[config.mk]
export PLATFORM = sky130hd
export DESIGN_NAME = im_fetch_ctrl
export DESIGN_NICKNAME = d
export VERILOG_FILES = /design/src/rtl/im_fetch_ctrl.sv
export SDC_FILE = /design/constraint.sdc
export NUM_CORES = 1
export LEC_CHECK = 0
export CORE_ASPECT_RATIO = 0.8
export CORE_MARGIN = 4
export CORE_UTILIZATION = 43
export CTS_BUF_LIST = sky130_fd_sc_hd__clkbuf_8 sky130_fd_sc_hd__clkbuf_16
export DETAILED_ROUTE_END_ITERATION = 12
export PLACE_DENSITY = 0.89
export RECOVER_POWER = 25
export SLEW_MARGIN = 25
export SYNTH_ARGS = -nofsm -noshare
export SYNTH_HDL_FRONTEND = slang
export SYNTH_SLANG_ARGS = --single-unit
[constraint.sdc]
create_clock -name clk -period 1.9 [get_ports clk]
set_input_delay 0.38 -clock clk [delete_from_list [all_inputs] [get_ports clk]]
set_output_delay 0.38 -clock clk [all_outputs]
set_load 0.03 [all_outputs]
[src/rtl/im_fetch_ctrl.sv]
// im_fetch_ctrl: instruction-fetch sequencer for the IM block.
//   Owns the PC register and drives the IM word address. It registers the
//   IM's combinational read data into the IF/ID stage and applies hazard
//   stalls and branch/jump redirects, with optional MIPS delay-slot
//   semantics. A fetch from an illegal address (misaligned or outside the
//   IM window) parks the block in a fault state until it is redirected.
//
// Optional feature: define IM_FETCH_CNT_EN to add the fetch_cnt output,
//   which counts valid instructions loaded into IF/ID.
//
// Ports:
//   clk         in   clock, rising edge
//   reset       in   synchronous active-high reset
//   stall       in   hazard hold, freezes all state
//   redirect    in   branch/jump taken
//   redirect_pc in   redirect target byte address
//   instr_in    in   combinational IM read data for im_addr
//   im_addr     out  current PC
//   if_instr    out  IF/ID instruction register
//   if_pc       out  PC of if_instr
//   if_valid    out  if_instr holds a real instruction
//   fault       out  fetch-address fault pending
//   fault_pc    out  offending PC
//   fetch_cnt   out  valid-fetch count (IM_FETCH_CNT_EN only)
module im_fetch_ctrl #(
   parameter logic [31:0] RESET_PC   = 32'h0000_3000,
   parameter int unsigned IM_WORDS   = 4096,
   parameter bit          DELAY_SLOT = 1'b1
) (
   input  logic        clk,
   input  logic        reset,
   input  logic        stall,
   input  logic        redirect,
   input  logic [31:0] redirect_pc,
   input  logic [31:0] instr_in,
   output logic [31:0] im_addr,
   output logic [31:0] if_instr,
   output logic [31:0] if_pc,
   output logic        if_valid,
   output logic        fault,
   output logic [31:0] fault_pc
`ifdef IM_FETCH_CNT_EN
   ,
   output logic [31:0] fetch_cnt
`endif
);

   typedef enum logic {StRun, StFault} state_e;

   // Window bounds in 33 bits so RESET_PC + 4*IM_WORDS cannot wrap.
   localparam logic [32:0] LoBound = {1'b0, RESET_PC};
   localparam logic [32:0] HiBound = {1'b0, RESET_PC} + (33'(IM_WORDS) << 2);

   state_e      state_q, state_d;
   logic [31:0] pc_q, pc_d;
   logic [31:0] if_instr_q, if_instr_d;
   logic [31:0] if_pc_q, if_pc_d;
   logic        if_valid_q, if_valid_d;
   logic        fault_q, fault_d;
   logic [31:0] fault_pc_q, fault_pc_d;
   logic        pc_legal;
   logic        capture;

   always_comb begin
      pc_legal = (pc_q[1:0] == 2'b00) && ({1'b0, pc_q} >= LoBound) && ({1'b0, pc_q} < HiBound);
   end

   always_comb begin
      state_d    = state_q;
      pc_d       = pc_q;
      if_instr_d = if_instr_q;
      if_pc_d    = if_pc_q;
      if_valid_d = if_valid_q;
      fault_d    = fault_q;
      fault_pc_d = fault_pc_q;
      capture    = 1'b0;

      if (!stall) begin
         unique case (state_q)
            StRun: begin
               if (redirect) begin
                  pc_d = redirect_pc;
                  // Delay slot keeps the in-flight fetch; an illegal slot is
                  // dropped silently rather than faulting.
                  if (DELAY_SLOT && pc_legal) begin
                     capture = 1'b1;
                  end else begin
                     if_valid_d = 1'b0;
                     if_instr_d = '0;
                  end
               end else if (pc_legal) begin
                  capture = 1'b1;
                  pc_d    = pc_q + 32'd4;
               end else begin
                  if_valid_d = 1'b0;
                  if_instr_d = '0;
                  fault_d    = 1'b1;
                  fault_pc_d = pc_q;
                  state_d    = StFault;
               end
            end
            StFault: begin
               if (redirect) begin
                  pc_d    = redirect_pc;
                  fault_d = 1'b0;
                  state_d = StRun;
               end
            end
            default: state_d = StRun;
         endcase
      end

      if (capture) begin
         if_instr_d = instr_in;
         if_pc_d    = pc_q;
         if_valid_d = 1'b1;
      end
   end

   always_ff @(posedge clk) begin
      if (reset) begin
         state_q    <= StRun;
         pc_q       <= RESET_PC;
         if_instr_q <= '0;
         if_pc_q    <= RESET_PC;
         if_valid_q <= 1'b0;
         fault_q    <= 1'b0;
         fault_pc_q <= '0;
      end else begin
         state_q    <= state_d;
         pc_q       <= pc_d;
         if_instr_q <= if_instr_d;
         if_pc_q    <= if_pc_d;
         if_valid_q <= if_valid_d;
         fault_q    <= fault_d;
         fault_pc_q <= fault_pc_d;
      end
   end

`ifdef IM_FETCH_CNT_EN
   logic [31:0] fetch_cnt_q, fetch_cnt_d;

   always_comb begin
      fetch_cnt_d = fetch_cnt_q;
      if (capture) begin
         fetch_cnt_d = fetch_cnt_q + 32'd1;
      end
   end

   always_ff @(posedge clk) begin
      if (reset) begin
         fetch_cnt_q <= '0;
      end else begin
         fetch_cnt_q <= fetch_cnt_d;
      end
   end

   assign fetch_cnt = fetch_cnt_q;
`endif

   assign im_addr  = pc_q;
   assign if_instr = if_instr_q;
   assign if_pc    = if_pc_q;
   assign if_valid = if_valid_q;
   assign fault    = fault_q;
   assign fault_pc = fault_pc_q;

endmodule

==> results.sh, run 1 <==
export IMPL_drt_iter0_drc=397
export IMPL_drive_gt1_frac=0.125
export IMPL_ctsLongestPathBuffers=2
export IMPL_antenna_found_initial=0
export IMPL_fin_cells=933
export IMPL_clk_pin_slew_ps=50
export IMPL_ys_seq_area_frac=0.526
export IMPL_rows=34
export IMPL_area_growth_pct=61.2
export IMPL_final_common_cell="clkdlybuf4s50_1"
export IMPL_vias_per_cell=5.43
export IMPL_period_share=0.989
export IMPL_place_area_sq_um=7430
export IMPL_dp_hpwl_microns=12100
export IMPL_grt_pass1_vias=5174
export IMPL_yosysTopAreaCellShare=0.526
export IMPL_endpoint_kind="flip-flop"
export IMPL_whs_ps=291
export IMPL_htreeDepth=4
export IMPL_mostFrequentLayoutCells="clkdlybuf4s50_1 (163), dfxtp_1 (128), nor2_1 (78)"
export IMPL_holdPathStages=2
export IMPL_syn_inst=549
export IMPL_wl_per_cell_microns=18.4
export IMPL_powerDensity_nw_per_um2=911
export IMPL_ff2ff_path_depth=6
export IMPL_dp_cells=901
export IMPL_slew_headroom=0.678
export IMPL_die_area_sq_um=13400
export IMPL_met1_length_microns=6700
export IMPL_highest_layer="met4"
export IMPL_async_flop_share=0
export IMPL_synthFlopType="dfxtp_1"
export IMPL_maxCapViolations=0
export IMPL_cpPeakStageDelay_ps=400
export IMPL_clk_latency_ps=410
export IMPL_yosys_warnings=0
export IMPL_grt_overflow_total=0
export IMPL_drcViolationCount=0
export IMPL_slowest_stage="nor4_4"
export IMPL_ioPinCount=198
export IMPL_status="finished, final reports clean"
export IMPL_synthesis_nets=619
export IMPL_core_area_sq_um=11100
export IMPL_crit_chain="nor4_4, o2111ai_4, o21ai_4, buf_12, mux2i_1, nor2_1"
export IMPL_cts_sinks=131
export IMPL_slew_viol_final=0
export IMPL_power_w=0.00732
export IMPL_wl_met3_microns=1650
export IMPL_ant_nets=0
export IMPL_hold_viol=0
export IMPL_tightest_slew_ps=484
export IMPL_max_freq_mhz=532
export IMPL_routabilityCongestion=0.912
export IMPL_wl_met2_microns=8440
export IMPL_synth_edf_count=0
export IMPL_skew_ps=6.89
export IMPL_setup_viol=0
export IMPL_hold_path_class="in2reg"
export IMPL_diodes=0
export IMPL_cp_top_family="compound AO/OA/AOI/OAI gates"
export IMPL_grtUsageTotal=0.246
export IMPL_fill_cells=804
export IMPL_die_w_microns=128
export IMPL_synth_area_per_cell_sq_um=9.08
export IMPL_grt_pass1_wl_microns=26400
export IMPL_grt_max_degree=35
export IMPL_final_area_sq_um=8040
export IMPL_synth_seq_cells=131
export IMPL_required_ps=2190
export IMPL_period_minus_slack_ps=1880
export IMPL_peakVddDrop_mv=0.635
export IMPL_start_util=0.449
export IMPL_clockRootBuffer="clkbuf_16"
export IMPL_leakagePower_nw=3.36
export IMPL_num_vias=5065
export IMPL_wl_microns=17100
export IMPL_path_max_fanout=19
export IMPL_cp_num_cells=6
export IMPL_cts_buffers=17
export IMPL_die_y_microns=104
export IMPL_syn_cell_area_sq_um=4990
export IMPL_netlist_top_cells_area="dfxtp_1 (53%), mux2i_1 (6.8%), nor2_1 (5.9%)"
export IMPL_cp_arrival_ps=2170
export IMPL_crit_type="reg2reg"
export IMPL_first_pass_iters=5
export IMPL_cp_num_buf_inv=1
export IMPL_synth_distinct_cells=50
export IMPL_cts_tree="built"
export IMPL_synth_top_area_cell="dfxtp_1"
export IMPL_fin_nets=846
export IMPL_setup_tns_ps=0
export IMPL_startpoint_type="flip-flop"
export IMPL_numPortBuffers=197
==> sequential cells by signal, indices dropped and copies added (netlist names) <==
signal,count
state_q,1
if_instr,32
im_addr,32
if_valid,1
fault,1
fault_pc,32
if_pc,32
==> through the flow <==
step	worst slack, ps	util
6_report	21.7	0.724
5_1_grt	-51.0	0.724
4_1_cts	19.6	0.718
3_5_place_dp	-148	0.669
3_3_place_gp	-126	0.669
2_1_floorplan	14.7	-
==> report_power, final <==
part	leakage, nW	internal, W	switching [W]
clock network	0.301	0.00203	0.00115
registers	1.06	0.00285	0.0000882
logic	2.00	0.000537	0.000677
==> cell type report <==
cell class | count | area, sq um | area share
clock buffer | 17 | 425 | 0.0529
clock inverter | 15 | 151 | 0.0188
inverter | 6 | 22.5 | 0.00280
multi-input combinational | 371 | 2220 | 0.277
sequential | 131 | 2630 | 0.327
tap | 144 | 180 | 0.0224
timing repair buffer | 249 | 2410 | 0.300
==> worst paths after layout <==
check / start / endpoint / slack, ps
min: reset / if_pc[2]$_SDFFE_PP0N_ / 290
min reg2reg: if_pc[11]$_SDFFE_PP0N_ / if_pc[11]$_SDFFE_PP0N_ / 460
max reg2reg: im_addr[19]$_SDFFE_PP0P_ / fault_pc[26]$_SDFFE_PP0P_ / 20
max: im_addr[19]$_SDFFE_PP0P_ / fault_pc[26]$_SDFFE_PP0P_ / 20
==> worst register-to-register path: stages, from the launching register on <==
cell and delay, ps:
dfxtp_1 330, nor4_4 400, o2111ai_4 220, o21ai_4 260
buf_12 210, mux2i_1 270, nor2_1 70
==> synthesized netlist by cell type, types with 3 or more instances <==
cell type / number
a211oi_1: 3
a21o_1: 3
a21oi_1: 37
a22oi_1: 36
a31oi_1: 3
and3_1: 19
buf_2: 7
buf_6: 3
clkbuf_1: 28
dfxtp_1: 131
inv_1: 6
mux2i_1: 34
nand2_1: 71
nand3_1: 9
nand4_1: 6
nor2_1: 79
nor3_1: 7
nor4_1: 4
nor4_2: 4
o21ai_0: 6
o21ai_1: 15
==> kinds of logic (layout without fill, tap and decap cells) <==
logic type / count (synthesis) / in the layout / synth area share
simple gates: 212 / 212 / 0.196
mux: 34 / 34 / 0.0682
buf+inv: 47 / 287 / 0.0431
fa+ha+maj: 2 / 2 / 0.00502
flops: 131 / 131 / 0.526
compound gates: 123 / 123 / 0.162
==> layer usage <==
| layer | vias up | track usage |
|---|---|---|
| met5 | - | 0 |
| met4 | 0 | 0.0758 |
| met3 | 35 | 0.0878 |
| met2 | 245 | 0.418 |
| met1 | 2397 | 0.290 |
| li1 | 2388 | - |
==> what timing repair did <==
item / CTS / global route
resized for setup: 34 / 13
cloned: 0 / 0
hold buffers: 0 / 0
buffers inserted: 0 / 0
pin swaps: 0 / 3
endpoints found under the setup margin: 64 / 61
(Power assumes the default switching activity.)
==> inputs of run 2 (changes only) <==
--- a/config.mk
+++ b/config.mk
@@ -7,10 +7,11 @@
 export LEC_CHECK = 0
 export CORE_ASPECT_RATIO = 0.8
 export CORE_MARGIN = 4
-export CORE_UTILIZATION = 43
+export CORE_UTILIZATION = 60
 export CTS_BUF_LIST = sky130_fd_sc_hd__clkbuf_8 sky130_fd_sc_hd__clkbuf_16
 export DETAILED_ROUTE_END_ITERATION = 12
-export PLACE_DENSITY = 0.89
+export DONT_BUFFER_PORTS = 1
+export PLACE_DENSITY = 0.86
 export RECOVER_POWER = 25
 export SLEW_MARGIN = 25
 export SYNTH_ARGS = -nofsm -noshare
==> run 2 against run 1 <==
Against the previous run: the flow now finishes with violations (hold timing); die area shrank 27%; setup slack worse by 12 ps; critical path depth rose by 1; utilization rose by 3.7 points; clock-buffer cell count up 2; total power is 5.0% lower; final cell count down 24%; register-to-register slack is essentially flat; clock power is essentially flat; via count down 14%; critical endpoint is now fault_pc[31]$_SDFFE_PP0P_.
==> results.sh, run 2 (same netlist as run 1, synthesis figures left out) <==
export IMPL_status="finished with violations"
export IMPL_violations="hold timing"
export IMPL_wl_per_cell_microns=20.5
export IMPL_fin_ws_ps=9.91
export IMPL_drt_iter0_drc=336
export IMPL_clockRootBuffer="clkbuf_8"
export IMPL_drcViolationCount=0
export IMPL_diodes=0
export IMPL_fill_cells=544
export IMPL_mostFrequentLayoutCells="dfxtp_1 (126), nor2_1 (78), nand2_1 (71)"
export IMPL_dp_hpwl_microns=9730
export IMPL_grt_overflow_total=0
export IMPL_tightest_slew_ps=529
export IMPL_drive_gt1_frac=0.162
export IMPL_period_share=0.995
export IMPL_fin_nets=656
export IMPL_core_area_sq_um=8020
export IMPL_grt_pass1_vias=4219
export IMPL_cts_tree="built"
export IMPL_path_max_fanout=14
export IMPL_num_vias=4338
export IMPL_wl_microns=14500
export IMPL_crit_chain="nor4_4, o2111ai_2, buf_4, o21ai_4, buf_12, mux2i_1, nor2_1"
export IMPL_ant_nets=0
export IMPL_endpoint_kind="flip-flop"
export IMPL_startpoint_type="flip-flop"
export IMPL_slowest_stage="nor4_4"
export IMPL_cpPeakStageDelay_ps=350
export IMPL_maxCapViolations=0
export IMPL_crit_type="reg2reg"
export IMPL_slew_headroom=0.646
export IMPL_whs_ps=-36.1
export IMPL_pre_cts_slack_ps=-73.0
export IMPL_skew_ps=6.79
export IMPL_cts_sinks=131
export IMPL_antenna_found_initial=0
export IMPL_period_minus_slack_ps=1890
export IMPL_powerDensity_nw_per_um2=1140
export IMPL_die_y_microns=89.5
export IMPL_power_w=0.00696
export IMPL_ctsLongestPathBuffers=2
export IMPL_hold_viol=11
export IMPL_hold_buffers=9
export IMPL_clk_pin_slew_ps=60
export IMPL_peakVddDrop_mv=0.775
export IMPL_cts_buffers=17
export IMPL_die_w_microns=110
export IMPL_first_pass_iters=5
export IMPL_dp_cells=665
export IMPL_max_freq_mhz=529
export IMPL_rsz0062_at_grt="true"
export IMPL_routabilityCongestion=0.857
export IMPL_postLayoutCoreUtil=0.761
export IMPL_area_growth_pct=22.4
export IMPL_numPortBuffers=0
export IMPL_final_common_cell="dfxtp_1"
export IMPL_htreeDepth=4
export IMPL_grtUsageTotal=0.279
export IMPL_clk_latency_ps=500
export IMPL_grt_pass1_wl_microns=21200
export IMPL_fin_cells=705
export IMPL_cp_arrival_ps=2280
export IMPL_postCtsSetupBuffers=0
export IMPL_required_ps=2290
export IMPL_start_util=0.622
export IMPL_hold_path_class="in2reg"
export IMPL_ioPinCount=198
export IMPL_die_area_sq_um=9840
export IMPL_rows=29
export IMPL_grt_max_degree=105
export IMPL_vias_per_cell=6.15
export IMPL_setup_viol=0
export IMPL_leakagePower_nw=2.55
export IMPL_slew_viol_final=0
==> run 2: what timing repair did <==
item,4_1_cts,5_1_grt
pin swaps,1,0
gates cloned,0,1
endpoints found under the hold margin,98,87
endpoints found under the setup margin,27,35
resized for setup,1,10
==> run 2: power breakdown <==
group          total, W  switching (W)  internal [W]  leakage (nW)
Clock           0.00316        0.00112       0.00204         0.287
Combinational  0.000770       0.000475      0.000295          1.20
Sequential      0.00303       0.000180       0.00285          1.06
==> run 2: worst paths after layout <==
kind                                               start                   endpoint  slack [ps]  cells past startpoint
worst max-delay path            im_addr[29]$_SDFFE_PP0P_  fault_pc[31]$_SDFFE_PP0P_          10                      7
worst min-delay path                               reset   im_addr[31]$_SDFFE_PP0P_         -40                      1
worst max register to register  im_addr[29]$_SDFFE_PP0P_  fault_pc[31]$_SDFFE_PP0P_          10                      7
worst min register to register      state_q$_SDFFE_PP0N_       state_q$_SDFFE_PP0N_         550                      2
==> run 2: worst max-delay path, delay by kind of cell (launching register included) <==
kind                   cells  cell delay, ps
buffers and inverters      2             390
AO/OA/AOI/OAI              2             390
AND/OR/NAND/NOR            2             410
multiplexers               1             240
flip-flops                 1             330
==> run 2: routing by layer <==
metal / wire length, microns / global-route usage / vias to the layer above
met5: 0 / 0 / -
met4: 454 / 0.105 / 0
met3: 1750 / 0.134 / 50
met2: 6950 / 0.465 / 226
met1: 5330 / 0.312 / 2067
li1: - / - / 1995
==> run 2: layout make-up <==
cell class | instances | area (sq um) | area share
clock inverters | 11 | 138 | 0.0226
well taps | 108 | 135 | 0.0221
multi-input cells | 371 | 2190 | 0.359
inverters | 6 | 22.5 | 0.00369
clock buffers | 19 | 442 | 0.0724
flip-flops and latches | 131 | 2630 | 0.431
repair buffers | 59 | 546 | 0.0894
==> run 2: per-stage QoR <==
stage          setup TNS, ps  hold slack [ps]  instance area (sq um)
2_1_floorplan              0              499                   4990
3_3_place_gp               0              460                   5360
3_5_place_dp            -505              464                   5360
4_1_cts                -13.8            -66.6                   6040
5_1_grt                -1380            -57.6                   6100
6_report                   0            -36.1                   6100
==> inputs of run 3 (changes only) <==
--- a/config.mk
+++ b/config.mk
@@ -6,7 +6,7 @@
 export NUM_CORES = 1
 export LEC_CHECK = 0
 export CORE_ASPECT_RATIO = 0.8
-export CORE_MARGIN = 4
+export CORE_MARGIN = 2
 export CORE_UTILIZATION = 60
 export CTS_BUF_LIST = sky130_fd_sc_hd__clkbuf_8 sky130_fd_sc_hd__clkbuf_16
 export DETAILED_ROUTE_END_ITERATION = 12
==> run 3 against run 2 <==
Against the previous run: the run ends with hold timing, setup timing left; clock-buffer cell count decreased by 1; non-clock buffer count increased by 2; clock power increased by 6.6%; final cell count increased by 0.57%; utilization increased by 1.3 points; clock skew decreased by 0.88 ps; sequential share of layout area decreased by 0.55 points; sequential cell count unchanged; largest power group unchanged; highest routed layer unchanged.
==> results.sh, run 3 (same netlist as run 1, synthesis figures left out) <==
export IMPL_clockRootBuffer="clkbuf_8"
export IMPL_endpoint_kind="flip-flop"
export IMPL_core_area_sq_um=7980
export IMPL_period_minus_slack_ps=1960
export IMPL_drt_iter0_drc=359
export IMPL_grt_pass1_wl_microns=22200
export IMPL_leakagePower_nw=2.57
export IMPL_dp_hpwl_microns=9460
export IMPL_clk_pin_slew_ps=60
export IMPL_hp_start="reset"
export IMPL_die_w_microns=106
export IMPL_tightest_slew_ps=529
export IMPL_grt_pass1_vias=4257
export IMPL_slew_headroom=0.647
export IMPL_grt_max_degree=105
export IMPL_startpoint_type="flip-flop"
export IMPL_first_pass_iters=6
export IMPL_fin_ws_ps=-59.1
export IMPL_required_ps=2300
export IMPL_powerDensity_nw_per_um2=1170
export IMPL_crit_type="reg2reg"
export IMPL_cts_buffers=17
export IMPL_fill_cells=531
export IMPL_rows=29
export IMPL_holdPathEnd="if_pc[2]$_SDFFE_PP0N_"
export IMPL_drive_gt1_frac=0.170
export IMPL_slew_viol_final=0
export IMPL_die_y_microns=85.5
export IMPL_ioPinCount=198
export IMPL_final_common_cell="dfxtp_1"
export IMPL_cp_arrival_ps=2360
export IMPL_hold_path_class="in2reg"
export IMPL_htreeDepth=4
export IMPL_seqCellArea_sq_um=2630
export IMPL_path_max_fanout=10
export IMPL_cts_sinks=131
export IMPL_numPortBuffers=0
export IMPL_critical_path_startpoint="im_addr[29]$_SDFFE_PP0P_"
export IMPL_maxCapViolations=0
export IMPL_die_area_sq_um=9060
export IMPL_diodes=0
export IMPL_r2r_start="im_addr[29]$_SDFFE_PP0P_"
export IMPL_area_growth_pct=23.9
export IMPL_routabilityCongestion=0.908
export IMPL_clk_latency_ps=510
export IMPL_violations="hold timing, setup timing"
export IMPL_hold_viol=35
export IMPL_cts_tree="built"
export IMPL_start_util=0.625
export IMPL_wl_per_cell_microns=20.9
export IMPL_skew_ps=5.90
export IMPL_holdPathStages=1
export IMPL_num_vias=4387
export IMPL_fin_nets=658
export IMPL_vias_per_cell=6.19
export IMPL_rsz0062_at_grt="true"
export IMPL_max_freq_mhz=510
export IMPL_ctsLongestPathBuffers=2
export IMPL_worstReg2RegEnd="im_addr[2]$_SDFFE_PP0P_"
export IMPL_peakVddDrop_mv=0.762
export IMPL_grtUsageTotal=0.315
export IMPL_grt_overflow_total=0
export IMPL_whs_ps=-61.5
export IMPL_wl_microns=14800
export IMPL_multi_input_area_sq_um=2220
export IMPL_period_share=1.03
export IMPL_drcViolationCount=0
export IMPL_antenna_found_initial=0
export IMPL_hold_buffers=9
export IMPL_setup_viol=1
export IMPL_mostFrequentLayoutCells="dfxtp_1 (126), nor2_1 (79), nand2_1 (70)"
export IMPL_status="finished with violations"
export IMPL_setup_tns_ps=-59.1
export IMPL_ff2ff_path_depth=6
export IMPL_worst_r2r_setup_slack_ps=-60
export IMPL_ant_nets=0
-- run 3: cell count changes in the layout (fill, tap and decap cells not counted), sizes merged --
cell,before,now
clkbuf,21,23
clkinvlp,2,4
buf,48,47
bufinv,3,4
clkinv,5,4
inv,7,8
-- run 3: worst max path at each step --
stage	endpoint	cells past startpoint
floorplan	fault_pc[6]$_SDFFE_PP0P_	6
global placement	im_addr[2]$_SDFFE_PP0P_	6
detailed placement	im_addr[2]$_SDFFE_PP0P_	6
CTS	fault_pc[8]$_SDFFE_PP0P_	6
global route	im_addr[2]$_SDFFE_PP0P_	6
finish	im_addr[2]$_SDFFE_PP0P_	6
-- run 3: layout make-up --
class	count	area share
Sequential cell	131	0.425
Multi-Input combinational cell	371	0.359
Timing Repair Buffer	61	0.0909
Clock buffer	18	0.0692
Clock inverter	14	0.0302
Tap cell	108	0.0219
Inverter	6	0.00364
-- run 3: power by group --
group          internal, W  switching, W  leakage [nW]
clock network      0.00216       0.00121         0.294
registers          0.00285      0.000182          1.06
logic             0.000309      0.000509          1.21
-- run 3: routing by layer --
layer  part of all wire  vias to the layer above  global-route usage
li1                   -                     2007                   -
met3              0.094                       33               0.112
met5                  0                        -                   0
met4              0.023                        0               0.115
met1               0.38                     2081               0.371
met2               0.50                      266               0.537
-- run 3: repair_timing --
item | 4_1_cts | 5_1_grt
gates resized for setup | 3 | 13
endpoints found under the setup margin | 61 | 79
pin swaps | 0 | 7
endpoints found under the hold margin | 98 | 89
setup buffers | 0 | 1
cloned | 0 | 2
-- run 3: stage by stage --
step,worst slack (ps),cells,power [W],area (sq um),util
after global routing,-106,709,0.00740,6180,0.774
after detailed placement,-59.3,665,0.00379,5350,0.670
after global placement,43.3,665,0.00376,5350,0.670
final,-59.1,709,0.00721,6180,0.774
after floorplan,14.7,549,0.00360,4990,-
after CTS,2.18,706,0.00715,6080,0.761
-- run 3: worst max-delay path, stage by stage, from the launching register on --
cell and delay (ps):
dfxtp_2 340, nor4_4 430, o2111ai_4 240, o21ai_4 220, buf_12 160, o21ai_1 110, a221oi_2 340
